$ cat config.mk
export PLATFORM = sky130hd
export DESIGN_NAME = pe_psum_acc
export DESIGN_NICKNAME = d
export VERILOG_FILES = /design/src/rtl/pe_pkg.sv /design/src/rtl/pe_fifo2.sv /design/src/rtl/pe_psum_acc.sv
export SDC_FILE = /design/constraint.sdc
export NUM_CORES = 1
export LEC_CHECK = 0
export BUFFER_PORTS_ARGS = -buffer_cell sky130_fd_sc_hd__buf_2
export CORE_UTILIZATION = 30
export CTS_BUF_LIST = sky130_fd_sc_hd__clkbuf_2 sky130_fd_sc_hd__clkbuf_4 sky130_fd_sc_hd__clkbuf_8
export DETAILED_ROUTE_END_ITERATION = 7
export GPL_TIMING_DRIVEN = 0
export MAX_ROUTING_LAYER = met4
export PLACE_DENSITY = 0.54
export SYNTH_ARGS = -nofsm -noshare
export SYNTH_HDL_FRONTEND = slang
export SYNTH_HIERARCHICAL = 1
export SYNTH_SLANG_ARGS = --single-unit
$ cat constraint.sdc
create_clock -name clk -period 3.4 [get_ports clk]
set_input_delay 1.02 -clock clk [delete_from_list [all_inputs] [get_ports clk]]
set_output_delay 1.02 -clock clk [all_outputs]
set_load 0.02 [all_outputs]
$ cat src/rtl/pe_pkg.sv
// Shared PE definitions: partial-sum type, accumulator states and saturation limits.
package pe_pkg;

  localparam int PSUM_W = 24;

  typedef logic signed [PSUM_W-1:0] psum_t;

  typedef enum logic {
    ST_IDLE = 1'b0,
    ST_ACC  = 1'b1
  } acc_state_e;

  localparam psum_t PSUM_MAX = {1'b0, {(PSUM_W-1){1'b1}}};
  localparam psum_t PSUM_MIN = {1'b1, {(PSUM_W-1){1'b0}}};

endpackage

$ cat src/rtl/pe_fifo2.sv
// Two-entry in-order FIFO; the head entry is presented combinationally on pop_data.
module pe_fifo2
  import pe_pkg::*;
#(
  parameter int DW = PSUM_W + 1
) (
  input  logic          clk,
  input  logic          rst_n,
  input  logic          push,
  input  logic [DW-1:0] push_data,
  input  logic          pop,
  output logic [DW-1:0] pop_data,
  output logic          full,
  output logic          empty
);

  logic [DW-1:0] mem [2];
  logic          wr_ptr;
  logic          rd_ptr;
  logic [1:0]    count;
  logic          do_push;
  logic          do_pop;

  assign empty    = (count == 2'd0);
  assign full     = (count == 2'd2);
  assign do_pop   = pop && !empty;
  // When full, the slot being written is the one popped this same cycle.
  assign do_push  = push && (!full || do_pop);
  assign pop_data = mem[rd_ptr];

  always_ff @(posedge clk or negedge rst_n) begin
    if (!rst_n) begin
      mem[0] <= '0;
      mem[1] <= '0;
      wr_ptr <= 1'b0;
      rd_ptr <= 1'b0;
      count  <= 2'd0;
    end else begin
      if (do_push) begin
        mem[wr_ptr] <= push_data;
        wr_ptr      <= ~wr_ptr;
      end
      if (do_pop) rd_ptr <= ~rd_ptr;
      case ({do_push, do_pop})
        2'b10:   count <= count + 2'd1;
        2'b01:   count <= count - 2'd1;
        default: count <= count;
      endcase
    end
  end

endmodule

$ cat src/rtl/pe_psum_acc.sv
// Partial-sum accumulator: sums cfg_len signed terms with saturation and queues
// each result (with its sticky overflow flag) in a 2-entry output FIFO.
module pe_psum_acc
  import pe_pkg::*;
#(
  parameter int W     = PSUM_W,
  parameter int CNT_W = 8
) (
  input  logic                clk,
  input  logic                rst_n,
  input  logic                clear,
  input  logic [CNT_W-1:0]    cfg_len,
  input  logic                in_valid,
  output logic                in_ready,
  input  logic signed [W-1:0] in_data,
  output logic                out_valid,
  input  logic                out_ready,
  output logic signed [W-1:0] out_data,
  output logic                out_ovf,
  output logic                busy
);

  localparam logic [CNT_W-1:0] ONE = CNT_W'(1);

  // Returns {clamped, value}; overflow shows as disagreeing top two sum bits.
  function automatic logic [W:0] sat_sum(input logic signed [W:0] s);
    logic [W:0] r;
    if (s[W] != s[W-1]) r = {1'b1, s[W], {(W-1){~s[W]}}};
    else                r = {1'b0, s[W-1:0]};
    return r;
  endfunction

  acc_state_e          state, state_nxt;
  logic signed [W-1:0] acc, acc_nxt;
  logic [CNT_W-1:0]    cnt, cnt_nxt, cnt_inc;
  logic [CNT_W-1:0]    len, len_nxt, len_sel;
  logic                ovf, ovf_nxt;
  logic signed [W:0]   sum;
  logic [W:0]          sat_res;
  logic                beat;
  logic                push;
  logic                fifo_full;
  logic                fifo_empty;
  logic [W:0]          head;

  assign in_ready = !fifo_full && !clear;
  assign beat     = in_valid && in_ready;
  assign busy     = (state == ST_ACC);
  assign cnt_inc  = cnt + ONE;
  assign sum      = $signed({acc[W-1], acc}) + $signed({in_data[W-1], in_data});
  assign sat_res  = sat_sum(sum);

  always_ff @(posedge clk or negedge rst_n) begin
    if (!rst_n) begin
      state <= ST_IDLE;
      acc   <= '0;
      cnt   <= '0;
      len   <= '0;
      ovf   <= 1'b0;
    end else begin
      state <= state_nxt;
      acc   <= acc_nxt;
      cnt   <= cnt_nxt;
      len   <= len_nxt;
      ovf   <= ovf_nxt;
    end
  end

  always_comb begin
    state_nxt = state;
    acc_nxt   = acc;
    cnt_nxt   = cnt;
    len_nxt   = len;
    ovf_nxt   = ovf;
    len_sel   = (cfg_len == '0) ? ONE : cfg_len;
    push      = 1'b0;
    if (clear) begin
      state_nxt = ST_IDLE;
      acc_nxt   = '0;
      cnt_nxt   = '0;
      ovf_nxt   = 1'b0;
    end else if (beat) begin
      case (state)
        ST_IDLE: begin
          len_nxt = len_sel;
          acc_nxt = in_data;
          cnt_nxt = ONE;
          ovf_nxt = 1'b0;
          if (len_sel > ONE) state_nxt = ST_ACC;
          else               push      = 1'b1;
        end
        ST_ACC: begin
          acc_nxt = sat_res[W-1:0];
          ovf_nxt = ovf | sat_res[W];
          cnt_nxt = cnt_inc;
          if (cnt_inc == len) begin
            push      = 1'b1;
            state_nxt = ST_IDLE;
          end
        end
        default: state_nxt = ST_IDLE;
      endcase
    end
  end

  pe_fifo2 #(.DW(W + 1)) u_fifo (
    .clk       (clk),
    .rst_n     (rst_n),
    .push      (push),
    .push_data ({ovf_nxt, acc_nxt}),
    .pop       (out_ready),
    .pop_data  (head),
    .full      (fifo_full),
    .empty     (fifo_empty)
  );

  assign out_valid = !fifo_empty;
  assign out_data  = out_valid ? $signed(head[W-1:0]) : '0;
  assign out_ovf   = out_valid & head[W];

endmodule

==> flow_summary.toml <==
[placed_design]
place_area_um2 = 6700
port_buffers = 64
gp_congestion = 0.866
dp.cells = 867
dpl.hpwl_mm = 11.4

[pwr]
p_total_mw = 4.67
p_leak_nw = 3.49
vdd.ir_drop.worst_v = 0.000261
power.density_nw_per_um2 = 609

[critical_path]
rr_endpoint = "u_fifo/mem[18]"
crit_type = "in -> reg"
worstSetupEndpointType = "flip-flop"
critical_path_required_ps = 3720
cpMaxStageDelayCell = "or3_4"
reg2reg_depth = 15
rr_startpoint = "acc[0]"
max_stage_delay_ps = 390
cp_cell_sequence = "buf_2, ha_4, o21ai_2, or3_4, a31oi_4, a31oi_4, or3_4, a41oi_4, buf_12, buf_12, buf_8, buf_6, a22oi_2, o21ai_2, mux2_4"
cp_max_fo = 5
start_kind = "input port"
critPathArrivalTime_ps = 3830
worst-r2r-setup-slack_ps = 170

[sta]
min_period_over_period = 1.03
setup_ws_ps = -114
drv_slew = 0
hold_violations = 0
whs_ps = 510
setup_viol = 42
rsz0062_at_grt = "yes"
fmax_mhz = 285
layout_min_cycle_time_ps = 3510
timing.slew.headroom = 0.480
tightest_slew_ps = 777
clock_skew_ps = 18.1

[min_path]
worstHoldPathCells = 2
hp-class = "reg -> reg"
holdPathEnd = "ovf"
hold_start = "ovf"

[grt]
grt_pass1_wl_mm = 26.0
track_usage = 0.171
grt_max_degree = 65
grt_pass1_vias = 4896
overflow = 0
antenna_found_initial = 0

[floorplan]
coreArea_um2 = 19000
die_area_um2 = 20200
die_x_um = 142
die_y_um = 142
start_util = 0.310
io_pins = 65
rows = 50

[job]
max-cap-violations = 0

[cells_and_area]
antenna_cells = 0
nNetsFinal = 709
multi_input_area_um2 = 3910
drive_above_1_share = 0.445
fillers = 1863
seqCellArea_um2 = 2400
area_delta_synth_final_pct = 29.8
stdcell_count = 910
stdcell_area_um2 = 7660

[yosys]
synth_warnings = 6
synth-simple-area-share = 0.105
yosysTopAreaCell = "dfrtp_1"
synth-seq-cells = 96
yosys.cell_types.count = 60
netlist_area_um2 = 5900
yosys_most_used_dff = "dfrtp_1"
synth_compound_area_frac = 0.192
syn_nets = 606
synth_common_cells = "dfrtp_1, mux2_2, a21oi_1, nor2b_1, ha_1"
synth_xor_area_frac = 0.0519
synthArstFlopShare = 1.00
yosysSeqAreaShare = 0.407
synth-edff-count = 0
netlist_top_cells_area = "dfrtp_1, mux2_2, ha_1, a21oi_1, a22oi_1"
muxShareOfSynthArea = 0.158
synth_top_family_by_area = "compound AO/OA/AOI/OAI gates"
synthAdderAreaFrac = 0.0585
synth.avg_cell_area_um2 = 10.9
synth_top_cell_area_share = 0.407
syn_inst = 542
synth.most_common_cell = "dfrtp_1"

[route]
dr.pass1.iters = 4
routed_wl_mm = 16.3
num_vias = 4622
drc_errors = 0
antenna_left = 0
drt_iter0_drc = 218
wire_per_inst_um = 18.0
via_per_inst = 5.08

[clock_network]
clkTransAtPathRegs_ps = 90
clockBufferDepth = 2
numCtsBuffers = 9
htreeDepth = 3
clock_sinks = 96
clk_latency_ps = 390
cts_root_buffer = "clkbuf_8"
cts_tree = "yes"

[run_status]
violations = "setup timing"
status = "complete, but fails checks"
## registers in the layout, indices dropped and copies added (netlist names), 2 cells and up
signal	cells
u_fifo/mem	50
acc	24
cnt	8
len	8
u_fifo/count	2
## placed cells by master, fill, tap and decap left out, types with 7 or more instances in the layout
master,instances
clkbuf_1,7
buf_6,7
buf_4,27
buf_2,64
nand3_1,9
nor2b_1,30
ha_1,16
o21ai_2,9
o21ai_0,17
a21oi_2,15
dfrtp_1,96
mux2_4,34
mux2_2,48
a22oi_1,22
ha_4,7
xor2_1,13
a21o_1,13
clkbuf_8,11
xnor2_1,20
o21ai_4,16
nor2_1,17
nand2_1,24
a21oi_1,23
## final cells by class
type / instances / share of cell area
timing repair buffer: 96 / 0.0865
clock inverter: 4 / 0.00375
sequential: 96 / 0.313
clock buffer: 12 / 0.0207
inverter: 5 / 0.00245
tap: 260 / 0.0424
multi-input combinational: 416 / 0.510
buffer: 21 / 0.0204
## stage by stage
stage	TNS, ps	worst slack [ps]	util
2_1_floorplan	-1620	-77.3	-
3_3_place_gp	-54290	-895	0.351
3_5_place_dp	-52440	-876	0.352
4_1_cts	-6250	-173	0.384
5_1_grt	-4630	-167	0.403
6_report	-1930	-114	0.403
## worst max-delay path by stage
stage	start	endpoint	slack, ps	depth (start not counted)
after floorplan	in_data[0]	u_fifo/mem[22]	-80	12
final	in_data[4]	u_fifo/mem[18]	-110	15
after global routing	in_data[0]	u_fifo/mem[18]	-170	16
after global placement	in_data[6]	u_fifo/mem[26]	-900	12
after detailed placement	in_data[6]	u_fifo/mem[26]	-880	12
after CTS	in_data[0]	u_fifo/mem[22]	-170	14
## where the power goes
part	internal, mW	leakage, nW	total [mW]	switching, mW
clock	0.315	0.0920	0.742	0.427
sequential	1.33	1.30	1.48	0.152
combinational	1.07	2.10	2.45	1.38
total	2.71	3.49	4.67	1.95
## worst max-delay path, delay by kind of cell
kind | cells | cell delay [ps]
buffers and inverters | 5 | 560
adder cells (fa/ha/maj) | 1 | 290
multiplexers | 1 | 190
AND/OR/NAND/NOR | 2 | 780
AO/OA/AOI/OAI | 6 | 960
## layer usage
layer | global-route usage | routed length (um)
met5 | - | 0
met4 | 0.0504 | 227
met3 | 0.0215 | 428
met2 | 0.279 | 8020
met1 | 0.221 | 7670
## cell families after synthesis
group / count (synthesis)
adders and majority gates: 27
buffers and inverters: 30
DFF: 96
muxes: 83
xor gates and xnor gates: 35
AOI/OAI and AO/OA: 158
and+or+nand+nor: 113
## repair_timing
action / CTS / global route
pin swaps: 19 / 33
hold buffers: 0 / 0
endpoints found under the setup margin: 73 / 73
gates cloned: 1 / 0
setup buffers: 10 / 21
gates resized for setup: 63 / 60
Note: power is estimated with default switching activity, not from simulation.
